File: src/rtl/vga_timer_if.sv
// vga_timer_if: raster timing bundle produced by vga_timer and consumed by
// the sprite/text objects and the top-level RGB/sync output register.
interface vga_timer_if;
  logic [9:0] position_x_o;
  logic [9:0] position_y_o;
  logic       visible_o;
  logic       hsync_o;
  logic       vsync_o;
  logic       frame_start_o;

  modport master (
    output position_x_o,
    output position_y_o,
    output visible_o,
    output hsync_o,
    output vsync_o,
    output frame_start_o
  );

  modport slave (
    input position_x_o,
    input position_y_o,
    input visible_o,
    input hsync_o,
    input vsync_o,
    input frame_start_o
  );
endinterface

File: src/rtl/vga_timer.sv
// vga_timer: 640x480@60 raster generator. Column/line counters plus
// registered hsync/vsync (active-low), visible flag and a frame-start pulse.
// The decoded outputs are computed from the next-state counters so they are
// cycle-aligned with position_x_o/position_y_o.
// Optional feature macro: VGA_TIMER_CLK_DIV_EN -- run from a 100 MHz clock
// with a divide-by-4 prescaler generating the 25 MHz pixel tick.
module vga_timer #(
  parameter int unsigned HVisible = 640,
  parameter int unsigned HFront   = 16,
  parameter int unsigned HSync    = 96,
  parameter int unsigned HBack    = 48,
  parameter int unsigned VVisible = 480,
  parameter int unsigned VFront   = 10,
  parameter int unsigned VSync    = 2,
  parameter int unsigned VBack    = 33
) (
  input  logic        clk_i,
  input  logic        rst_ni,
  vga_timer_if.master vga
);

  localparam int unsigned HTotal = HVisible + HFront + HSync + HBack;
  localparam int unsigned VTotal = VVisible + VFront + VSync + VBack;

  // The counters are 10 bits wide; larger timings cannot be represented.
  if (HTotal > 1024 || VTotal > 1024) begin : gen_size_check
    $error("vga_timer: HTotal/VTotal must not exceed 1024");
  end

  localparam logic [9:0] HLast      = 10'(HTotal - 1);
  localparam logic [9:0] VLast      = 10'(VTotal - 1);
  localparam logic [9:0] HVisLimit  = 10'(HVisible);
  localparam logic [9:0] VVisLimit  = 10'(VVisible);
  localparam logic [9:0] HSyncFirst = 10'(HVisible + HFront);
  localparam logic [9:0] HSyncLast  = 10'(HVisible + HFront + HSync - 1);
  localparam logic [9:0] VSyncFirst = 10'(VVisible + VFront);
  localparam logic [9:0] VSyncLast  = 10'(VVisible + VFront + VSync - 1);

  logic [9:0] posX_q, posX_d;
  logic [9:0] posY_q, posY_d;
  logic       hsync_q, hsync_d;
  logic       vsync_q, vsync_d;
  logic       visible_q, visible_d;
  logic       frameStart_q, frameStart_d;
  logic       tick;

`ifdef VGA_TIMER_CLK_DIV_EN
  logic [1:0] prescale_q;

  // Free-running divide-by-4 prescaler; the pixel tick is its terminal count.
  always_ff @(posedge clk_i or negedge rst_ni) begin
    if (!rst_ni) begin
      prescale_q <= 2'd0;
    end else begin
      prescale_q <= prescale_q + 2'd1;
    end
  end

  assign tick = (prescale_q == 2'd3);
`else
  assign tick = 1'b1;
`endif

  // Next-state counters and the decodes derived from them. Between ticks the
  // next state equals the current state, so every decoded output holds.
  always_comb begin
    posX_d       = posX_q;
    posY_d       = posY_q;
    frameStart_d = 1'b0;
    if (tick) begin
      if (posX_q == HLast) begin
        posX_d = '0;
        if (posY_q == VLast) begin
          posY_d       = '0;
          frameStart_d = 1'b1;
        end else begin
          posY_d = posY_q + 10'd1;
        end
      end else begin
        posX_d = posX_q + 10'd1;
      end
    end
    hsync_d   = !((posX_d >= HSyncFirst) && (posX_d <= HSyncLast));
    vsync_d   = !((posY_d >= VSyncFirst) && (posY_d <= VSyncLast));
    visible_d = (posX_d < HVisLimit) && (posY_d < VVisLimit);
  end

  // Counter and decoded-output registers; reset parks the raster at (0,0)
  // without announcing a frame start.
  always_ff @(posedge clk_i or negedge rst_ni) begin
    if (!rst_ni) begin
      posX_q       <= '0;
      posY_q       <= '0;
      hsync_q      <= 1'b1;
      vsync_q      <= 1'b1;
      visible_q    <= 1'b1;
      frameStart_q <= 1'b0;
    end else begin
      posX_q       <= posX_d;
      posY_q       <= posY_d;
      hsync_q      <= hsync_d;
      vsync_q      <= vsync_d;
      visible_q    <= visible_d;
      frameStart_q <= frameStart_d;
    end
  end

  assign vga.position_x_o  = posX_q;
  assign vga.position_y_o  = posY_q;
  assign vga.hsync_o       = hsync_q;
  assign vga.vsync_o       = vsync_q;
  assign vga.visible_o     = visible_q;
  assign vga.frame_start_o = frameStart_q;

endmodule

File: src/flat_wrapper.sv
// flat-port wrapper written by rule: the top's interface ports become plain ports
module vga_timer_flat 
#(
  parameter int unsigned HVisible = 640,
  parameter int unsigned HFront   = 16,
  parameter int unsigned HSync    = 96,
  parameter int unsigned HBack    = 48,
  parameter int unsigned VVisible = 480,
  parameter int unsigned VFront   = 10,
  parameter int unsigned VSync    = 2,
  parameter int unsigned VBack    = 33
)
  (clk_i, rst_ni, vga_position_x_o, vga_position_y_o, vga_visible_o, vga_hsync_o, vga_vsync_o, vga_frame_start_o);
  vga_timer_if vga_i ();
  input  logic clk_i;
  input  logic rst_ni;
  output wire logic [$bits(vga_i.position_x_o)-1:0] vga_position_x_o;
  output wire logic [$bits(vga_i.position_y_o)-1:0] vga_position_y_o;
  output wire logic [$bits(vga_i.visible_o)-1:0] vga_visible_o;
  output wire logic [$bits(vga_i.hsync_o)-1:0] vga_hsync_o;
  output wire logic [$bits(vga_i.vsync_o)-1:0] vga_vsync_o;
  output wire logic [$bits(vga_i.frame_start_o)-1:0] vga_frame_start_o;
  assign vga_position_x_o = vga_i.position_x_o;
  assign vga_position_y_o = vga_i.position_y_o;
  assign vga_visible_o = vga_i.visible_o;
  assign vga_hsync_o = vga_i.hsync_o;
  assign vga_vsync_o = vga_i.vsync_o;
  assign vga_frame_start_o = vga_i.frame_start_o;
  vga_timer #(.HVisible(HVisible), .HFront(HFront), .HSync(HSync), .HBack(HBack), .VVisible(VVisible), .VFront(VFront), .VSync(VSync), .VBack(VBack)) u_core (.clk_i(clk_i), .rst_ni(rst_ni), .vga(vga_i));
endmodule
File: config.mk
export PLATFORM = sky130hd
export DESIGN_NAME = vga_timer_flat
export DESIGN_NICKNAME = d
export VERILOG_FILES = /design/src/rtl/vga_timer_if.sv /design/src/rtl/vga_timer.sv /design/src/flat_wrapper.sv
export SDC_FILE = /design/constraint.sdc
export NUM_CORES = 1
export LEC_CHECK = 0
export CORE_MARGIN = 2
export CORE_UTILIZATION = 40
export DETAILED_ROUTE_END_ITERATION = 8
export PLACE_DENSITY = 0.77
export REMOVE_ABC_BUFFERS = 1
export SKIP_LAST_GASP = 1
export SYNTH_ARGS = -nofsm -noshare
export SYNTH_HDL_FRONTEND = slang
export SYNTH_SLANG_ARGS = --single-unit
File: constraint.sdc
create_clock -name clk_i -period 2.1 [get_ports clk_i]
set_input_delay 0.42 -clock clk_i [delete_from_list [all_inputs] [get_ports clk_i]]
set_output_delay 0.42 -clock clk_i [all_outputs]
set_load 0.05 [all_outputs]
==> qor.yml <==
run_status:
  status: "finished, final reports clean"
worst_setup_path:
  crit_path_end_kind: "register"
  crit_type: "reg -> reg"
  start_kind: "register"
  r2r-start: "u_core.vga.position_y_o[5]"
  crit_path_start: "u_core.vga.position_y_o[5]"
  cp.required_ns: 2.31
  cp_max_fo: 7
  critical_path_arrival_ns: 2.24
  reg2reg_depth: 5
timing:
  finalClockSkew_ns: 0.008339
  fin_ws_ns: 0.07346
  slew_headroom_pct: 64.91
  hold_viol: 0
  setup_viol: 0
  drv_slew: 0
  rsz0062_at_grt: "true"
  min_period_ns: 2.027
  fin_tns_setup_ns: 0
  worst_pin_slew_ns: 0.5254
  whs_ns: 0.4364
  period_share_pct: 96.50
  max_freq_mhz: 493.5
logic_synthesis:
  ys_seq_area_share_pct: 44.15
  synth_top_family_by_area: "simple AND/OR/NAND/NOR gates"
  synth_mux_area_share_pct: 2.559
  synth.area.top_cells: "dfrtp_1, dfstp_2, xnor2_1"
  synth_warnings: 0
  synth_area_um2: 1369
  synth-simple-area-share_pct: 24.50
  synth-compound-area-share_pct: 12.61
  synth_fa_ha_area_share_pct: 3.656
  synthDistinctLibCells: 41
  synth-xor-area-share_pct: 7.678
  ys_ff_latch: 24
  synth_top_area_cell: "dfrtp_1"
  synth_top_area_share_pct: 38.39
  synth_area_per_cell_um2: 9.572
  syn_inst: 143
clock_tree:
  cts_tree: "done"
  path_clk_slew_ns: 0.14
  cts_hold_buf: 0
  cts_sinks: 24
  insertion_delay_ns: 0.32
  cts_root_buf: "clkbuf_4"
  cts_buffer_depth: 2
  cts_max_level: 1
  numCtsBuffers: 3
final_layout:
  drive_gt1_share_pct: 27.08
  nNetsFinal: 199
  syn_to_final_growth_pct: 44.06
  antenna_cells: 0
routing:
  wl_per_cell_um: 14.82
  drt-vias-per-instance: 5.361
  ant_nets: 0
  routed_wl_um: 3527
  via_count: 1276
  drc: 0
  drt_pass1_iterations: 4
  drtIter0Drc: 89
placed_design:
  pre_cts_ws_ns: -0.03439
  port_buffers: 25
  place.gp.congestion: 0.8355
  hpwl_um: 2465
grt:
  antenna_found_initial: 0
  grtUsageTotal_pct: 18.30
  gr-total-overflow: 0
  grt_pass1_vias: 1251
  grt_pass1_wl_um: 5809
  grt_max_degree: 25
worst_hold_path:
  hp-class: "in -> async"
floorplan:
  die_area_um2: 3906
  ioPinCount: 26
  start_util_pct: 41.35
  die_w_um: 62.50
  core_area_um2: 3311
  row_count: 21
  fp.dieH_um: 62.50
power_and_ir_drop:
  pwr-share-clk_pct: 31.6
  p_leak_nw: 1.057
  ir_worst_vdd_mv: 0.2261
  power.net_switching_w: 0.0001536
  seqPwrFrac_pct: 66.7
  switching_share_pct: 22.15
  internal_power_w: 0.0005398
  p_per_area_nw_per_um2: 351.6
  comb_power_share_pct: 1.7
  power_w: 0.0006934
job:
  drv_cap: 0
==> registers in the layout, indices dropped and copies added (netlist names) <==
signal / count
u_core.vga.vsync_o: 1
u_core.vga.frame_start_o: 1
u_core.vga.visible_o: 1
u_core.vga.hsync_o: 1
u_core.vga.position_y_o: 10
u_core.vga.position_x_o: 10
==> per-layer routing <==
layer / global-route usage (%) / up-vias / share of wire, %
met5: 0 / - / 0
met4: 7.222 / 0 / 1.0
met3: 2.523 / 4 / 3.9
met2: 29.97 / 33 / 51
met1: 24.51 / 629 / 44
li1: - / 610 / -
==> logic make-up (layout without fill, tap and decap cells) <==
kind of cell | count (synthesis) | in the layout
adder cells (fa/ha/maj) | 4 | 4
multiplexers | 3 | 3
XOR/XNOR | 12 | 12
flip-flops | 24 | 24
AND/OR/NAND/NOR | 58 | 58
AO/OA/AOI/OAI | 25 | 25
buffers and inverters | 17 | 66
==> synthesized netlist by cell type <==
library cell / instances
or4_1: 3
nor2_1: 11
o21ai_2: 1
nand4_1: 4
xor2_1: 6
mux2_4: 1
clkbuf_2: 1
a21oi_1: 4
o21ba_2: 1
o211ai_1: 1
o32ai_1: 1
nand4_4: 1
mux2i_1: 2
o221ai_1: 1
o31a_1: 1
and4_4: 1
clkbuf_1: 4
inv_1: 11
nand2b_1: 2
o41ai_1: 1
buf_2: 1
and4_1: 2
o31ai_1: 1
nand3_1: 9
o21ai_0: 5
nor3b_1: 1
or3_1: 7
a41oi_1: 1
and3_1: 1
nor3_1: 2
ha_1: 4
nor4_1: 1
nand4b_1: 2
nor3_2: 1
nand2_1: 10
a211oi_1: 3
dfrtp_1: 21
a31oi_1: 3
dfstp_2: 3
xnor2_1: 6
a21oi_2: 1
==> what timing repair did <==
action / 4_1_cts / 5_1_grt
buffers inserted: 1 / 2
pin swaps: 6 / 4
setup endpoints to repair: 2 / 24
resized for setup: 3 / 31
==> critical path: stages (launching register included) <==
cell and delay (ns):
dfrtp_1 0.40, or4_4 0.55, or4_4 0.54, buf_4 0.18
a21oi_1 0.15, o21ai_0 0.10
==> cell type report <==
class | instances | area [µm²]
clock buffers | 4 | 26.28
fillers | 300 | 1339
inverters | 11 | 41.29
multi-input cells | 102 | 750.7
flip-flops and latches | 24 | 605.6
well taps | 46 | 57.56
repair buffers | 51 | 490.5
==> through the flow <==
step,std cells,area (µm²),utilization (%)
2_1_floorplan,137,1344,-
3_5_place_dp,231,1819,54.95
3_3_place_gp,231,1819,54.95
5_1_grt,238,1972,59.56
4_1_cts,236,1861,56.20
6_report,238,1972,59.56
==> power groups by stage <==
stage          sequential (W)  clock, W  combinational, W
2_1_floorplan        0.000471         0    0.000000000238
3_3_place_gp         0.000471         0         0.0000123
3_5_place_dp         0.000471         0         0.0000125
4_1_cts              0.000463  0.000220         0.0000125
5_1_grt              0.000463  0.000251         0.0000140
6_report             0.000462  0.000219         0.0000117
==> final timing paths <==
path	endpoint	slack, ns
min in group clk_i	u_core.vga.position_x_o[0]	0.58
worst min register to register	u_core.vga.position_x_o[0]	0.58
worst max-delay path	u_core.vga.position_y_o[3]	0.07
max in group asynchronous	u_core.vga.visible_o	1.37
worst max register to register	u_core.vga.position_y_o[3]	0.07
worst min-delay path	u_core.vga.position_x_o[1]	0.44
==> cell usage in the layout (no fill, tap or decap), types with 2 or more instances in the layout <==
cell type,netlist,layout
a211oi_1,3,2
a21oi_1,4,3
a21oi_2,1,2
a31oi_1,3,3
and4_4,1,2
buf_4,0,27
clkbuf_4,0,3
clkdlybuf4s50_1,0,3
dfrtp_1,21,20
dfstp_2,3,3
dlymetal6s2s_1,0,19
ha_1,4,3
inv_1,11,11
mux2i_1,2,2
nand2_1,10,10
nand2b_1,2,2
nand3_1,9,9
nand4_1,4,4
nand4b_1,2,2
nor2_1,11,11
nor3_2,1,2
o21ai_0,5,5
or3_1,7,6
or4_4,0,2
xnor2_1,6,6
xor2_1,6,6
(Power assumes the default switching activity.)
==> RTL edit 1 (same settings) <==
The option `VGA_TIMER_CLK_DIV_EN` is turned on by a define.
--- a/src/rtl/vga_timer.sv
+++ b/src/rtl/vga_timer.sv
@@ -6,2 +6,4 @@
 // with a divide-by-4 prescaler generating the 25 MHz pixel tick.
+`define VGA_TIMER_CLK_DIV_EN
+
 module vga_timer #(
Function: changed (Yosys sat finds a counterexample within 4 cycles, from zero or initial values and one cycle with rst_ni low).
==> RTL edit 1 against the original RTL <==
  * Worst setup slack got worse by 0.035 ns
  * Final area fell by 9.8%
  * Utilization is 6.2 points lower
  * Total power grew 12%
  * Synthesized area is 1.2% higher
  * Routed wire length fell by 17%
  * Combinational power increased by 4%
  * Sequential share of layout area is 6.1 points higher
  * Count of clock-buffer cells in the layout unchanged
  * First-iteration DRC count is 81% lower
  * Sequential cell count up 2
  * Maximum frequency decreased by 1.7%
  * Clock power up 21%
  * Sequential power grew 8.4%
  * Highest routed layer unchanged
==> RTL edit 1: results (changes against the original RTL) <==
Outcome:
- The run finished with clean final reports.

Global route:
- The global-route wire length before repair is 4840 µm (-17%).
- The via count of the first global-routing pass is 1073 (-14%).
- The routing usage on met2 is 25.5% (-4.4 points).
- The total routing usage reported by global routing is 15.6% (-2.7 points).
- The met3 track demand over resource in global routing came to 2.34% (-0.18 points).

CTS:
- The number of gates resized after CTS is 1 (-2).
- The buffers inserted during post-CTS setup optimization is 0 (-1).

Logic synthesis:
- After synthesis, the most frequently instantiated cells are 23 x sky130_fd_sc_hd__dfrtp_1, 14 x sky130_fd_sc_hd__nand2_1, 7 x sky130_fd_sc_hd__inv_1.
- The sequential element share of the synthesized area came to 47.2% (+3.1 points).
- The multiplexer share of the synthesized area is 1.45% (-1.1 points).
- The post-synthesis cell type count is 45 (+9.8%).
- By area the synthesized netlist is led by sky130_fd_sc_hd__dfrtp_1 42%, sky130_fd_sc_hd__dfstp_2 5.7%, sky130_fd_sc_hd__nand2_1 3.8%.
- The fraction of the mapped netlist area in adder cells is 3.61% (-0.043 points).
- The xor/xnor share of the synthesized area was 5.69% (-2.0 points).
- The synthesized-area fraction occupied by ao, oa, aoi and oai cells is 14.1% (+1.5 points).

STA:
- The slew at the pin closest to its max-slew limit was 0.524 ns (-0.000970 ns).
- The highest clock rate is 485 MHz (-1.7%).
- The worst-case clock skew came to 0.00302 ns (-0.00532 ns).
- The post-route worst hold slack is 0.427 ns (-0.00973 ns).

Setup path:
- The critical-path maximum fanout is 5 (-2).
- In this run the worst setup path begins at u_core.vga.position_y_o[7]$_DFF_PN0_.
- The critical path's slowest cell is sky130_fd_sc_hd__clkdlybuf4s50_1.
- The worst reg-to-reg path cell count was 7 (+2).
- The data arrival time of the critical path was 1.64 ns (-0.60 ns).
- The largest stage delay on the critical path is 0.84 ns (+0.29 ns).
- On the critical path the largest part of the delay comes from buffers and inverters.
- The startpoint identified for the worst register-to-register timing path is u_core.prescale_q[0]$_DFF_PN0_.
- The capture point of the worst reg-to-reg path is u_core.vga.vsync_o$_DFF_PN1_.
- The capturing element of the worst setup path is vga_position_y_o[7].

Placement:
- The number of instances in the placed design is 202 (-13%).
- The area of placed instances is 0.00170 mm² (-6.5%).

Layout:
- The final non-filler cell total is 206 (-13%).
- The share of cells above drive strength 1 was 15.6% (-11 points).
- The final net count was 167 (-16%).

Power and ir drop:
- The static leakage is 0.920 nW (-13%).
- The highest ir drop seen on vdd is 0.208 mV (-8.0%).

Drt:
- The initial DRC count was 17 (-81%).
- The average wire length per cell after detail routing was 14.2 µm (-4.4%).
- The number of vias after detailed routing is 1097 (-14%).
-- RTL edit 1: cell types whose count changed in the layout (fill, tap and decap cells not counted), sizes merged, moves of 4 or more --
cell	delta
and3	+6
buf	-23
clkdlybuf4s50	+7
dlymetal6s2s	-5
inv	-4
nand2	+4
nor2	-5
or3	-4
-- RTL edit 1: final cells by class --
cell class	instances	area, µm²
fillers	295	1560
multi-input cells	93	683
flip-flops and latches	26	654
repair buffers	30	322
well taps	46	57.6
clock buffers	4	36.3
inverters	7	26.3
-- RTL edit 1: power breakdown --
part / total, W / switching [W] / internal (W)
Combinational: 0.0000122 / 0.00000937 / 0.00000284
Sequential: 0.000501 / 0 / 0.000501
Clock: 0.000264 / 0.000157 / 0.000106
-- RTL edit 1: metal layers --
metal | vias to the layer above | part of all wire, %
met5 | - | 0
met4 | 0 | 2.0
met3 | 5 | 1.7
met2 | 16 | 49
met1 | 539 | 47
li1 | 537 | -
==> RTL edit 2 (same settings) <==
Made on the original files. `VBack` is set to 33 in 2 places; all go to 16.
--- a/src/rtl/vga_timer.sv
+++ b/src/rtl/vga_timer.sv
@@ -14,3 +14,3 @@
   parameter int unsigned VSync    = 2,
-  parameter int unsigned VBack    = 33
+  parameter int unsigned VBack    = 16
 ) (
--- a/src/flat_wrapper.sv
+++ b/src/flat_wrapper.sv
@@ -10,3 +10,3 @@
   parameter int unsigned VSync    = 2,
-  parameter int unsigned VBack    = 33
+  parameter int unsigned VBack    = 16
 )
Check against the original RTL: same outputs for any inputs over 10 cycles, from zero or initial values and one cycle with rst_ni low; that may be too few to reach the edited logic, so the function may still have changed.
==> RTL edit 2 against the original RTL <==
  * Worst setup slack got worse by 0.0087 ns
  * Total power rose by 16%
  * Routed wire length fell by 17%
  * Sequential share of layout area rose by 4.3 points
  * Sequential cell count did not move
  * Final area fell by 12%
  * Via count fell by 14%
  * Synthesized area fell by 3.9%
  * Highest routed layer unchanged
==> RTL edit 2: results (changes against the original RTL) <==
STA:
- The relative max-transition margin is 65.9% (+0.99 points).
- The post-route worst hold slack came to 0.454 ns (+0.0179 ns).
- The worst-case clock skew came to 0.00797 ns (-0.000365 ns).
- The final critical path time including I/O delays and setup was 2.04 ns (+0.00867 ns).

Logic synthesis:
- The synthesized instance count came to 130 (-9.1%).
- By count the netlist is led by 21 x sky130_fd_sc_hd__dfrtp_1, 15 x sky130_fd_sc_hd__nand2_1, 11 x sky130_fd_sc_hd__nand3_1.
- The sequential element share of the synthesized area came to 46.0% (+1.8 points).
- The post-synthesis cell type count was 39 (-4.9%).
- Sorting the synthesized cells by area gives the leading types as sky130_fd_sc_hd__dfrtp_1 40%, sky130_fd_sc_hd__dfstp_2 6.0%, sky130_fd_sc_hd__nand2_1 4.3%.

Layout:
- The count of multi-input combinational gates came to 96 (-5.9%).
- The proportion of final cell area spent on non-clock buffers was 19.8% (-5.0 points).
- The number of antenna cells inserted is 0 (unchanged).
- The fraction of area in multi-input gates is 37.7% (-0.42 points).
- The final net count is 171 (-14%).
- The clock tree cell share of total cell area came to 3.04% (+1.7 points).
- The fill cell total of the finished layout came to 297 (-1.0%).
- The post-layout instance area is 0.00173 mm² (-12%).
- The final-layout clock buffer total came to 3 (-1).
- The share of cells above drive strength 1 is 19.4% (-7.7 points).

Setup path:
- The data arrival time of the critical path came to 1.62 ns (-0.62 ns).
- The capture point of the worst reg-to-reg path is u_core.vga.visible_o$_DFF_PN1_.
- The critical path starts at u_core.vga.position_x_o[1]$_DFF_PN0_.
- The launch point of the worst reg-to-reg path is u_core.vga.position_x_o[1]$_DFF_PN0_.
- The type of the worst setup path is register to output port.
- The capturing element of the worst setup path is vga_position_x_o[1].
- The worst reg-to-reg path cell count is 7 (+2).
- The critical-path maximum fanout is 4 (-3).

Drt:
- The met3 wire length is 120 µm (-12%).
- The met2 wire length is 1450 µm (-19%).
- The initial DRC count was 62 (-30%).
- The length of routed wiring on met1 was 1320 µm (-15%).
- The final wirelength is 2930 µm (-17%).
- The ratio of routed vias to standard cells came to 5.26 (-1.9%).

Outcome:
- The run finished with clean final reports.

Global route:
- The global-route met1 utilization is 22.8% (-1.8 points).
- The global-route wire length before repair is 4950 µm (-15%).
- The initial antenna violation count was 0 (unchanged).
- The total routing usage reported by global routing is 17.8% (-0.53 points).
- The via count of the first global-routing pass came to 1130 (-9.7%).
- The routing usage on met2 was 29.5% (-0.49 points).
- The met3 track demand over resource in global routing is 2.73% (+0.21 points).

Power and ir drop:
- The power attributed to the clock group is 0.000332 W (+52%).
- The static leakage is 0.804 nW (-24%).
- The total net switching power was 0.000148 W (-3.5%).

Placement:
- The area of placed instances is 0.00165 mm² (-9.4%).
- The routability congestion estimate from global placement is 0.889 (+6.4%).
- The HPWL reported at the end of detailed placement is 2150 µm (-13%).
- The pre-CTS setup slack was 0.0741 ns (+0.108 ns).

CTS:
- The largest buffer count on any clock path came to 2 (unchanged).

Die:
- The number of well-tap cells placed was 44 (-4.3%).
[RTL edit 2: cell count changes after synthesis, sizes merged, moves of 3 or more]
cell    delta
a21oi      +4
and3       +4
buf        +3
clkbuf     -5
inv        -5
nand2      +5
nand3      +3
nor3       -3
or3        -5
or4        -3
xor2       -3
[RTL edit 2: cell families (layout without fill, tap and decap cells)]
group / after synthesis / in the layout / share of synthesized area (%)
flip-flops: 24 / 24 / 46.0
AO/OA/AOI/OAI: 25 / 25 / 13.0
adder cells (fa/ha/maj): 3 / 3 / 2.85
AND/OR/NAND/NOR: 57 / 57 / 25.6
buffers and inverters: 10 / 45 / 4.85
multiplexers: 2 / 2 / 1.71
XOR/XNOR: 9 / 9 / 5.99
[RTL edit 2: worst max-delay path: stages, from the launching register on]
cell,delay [ns]
sky130_fd_sc_hd__dfrtp_1,0.38
sky130_fd_sc_hd__buf_4,0.13
sky130_fd_sc_hd__clkdlybuf4s50_1,0.80
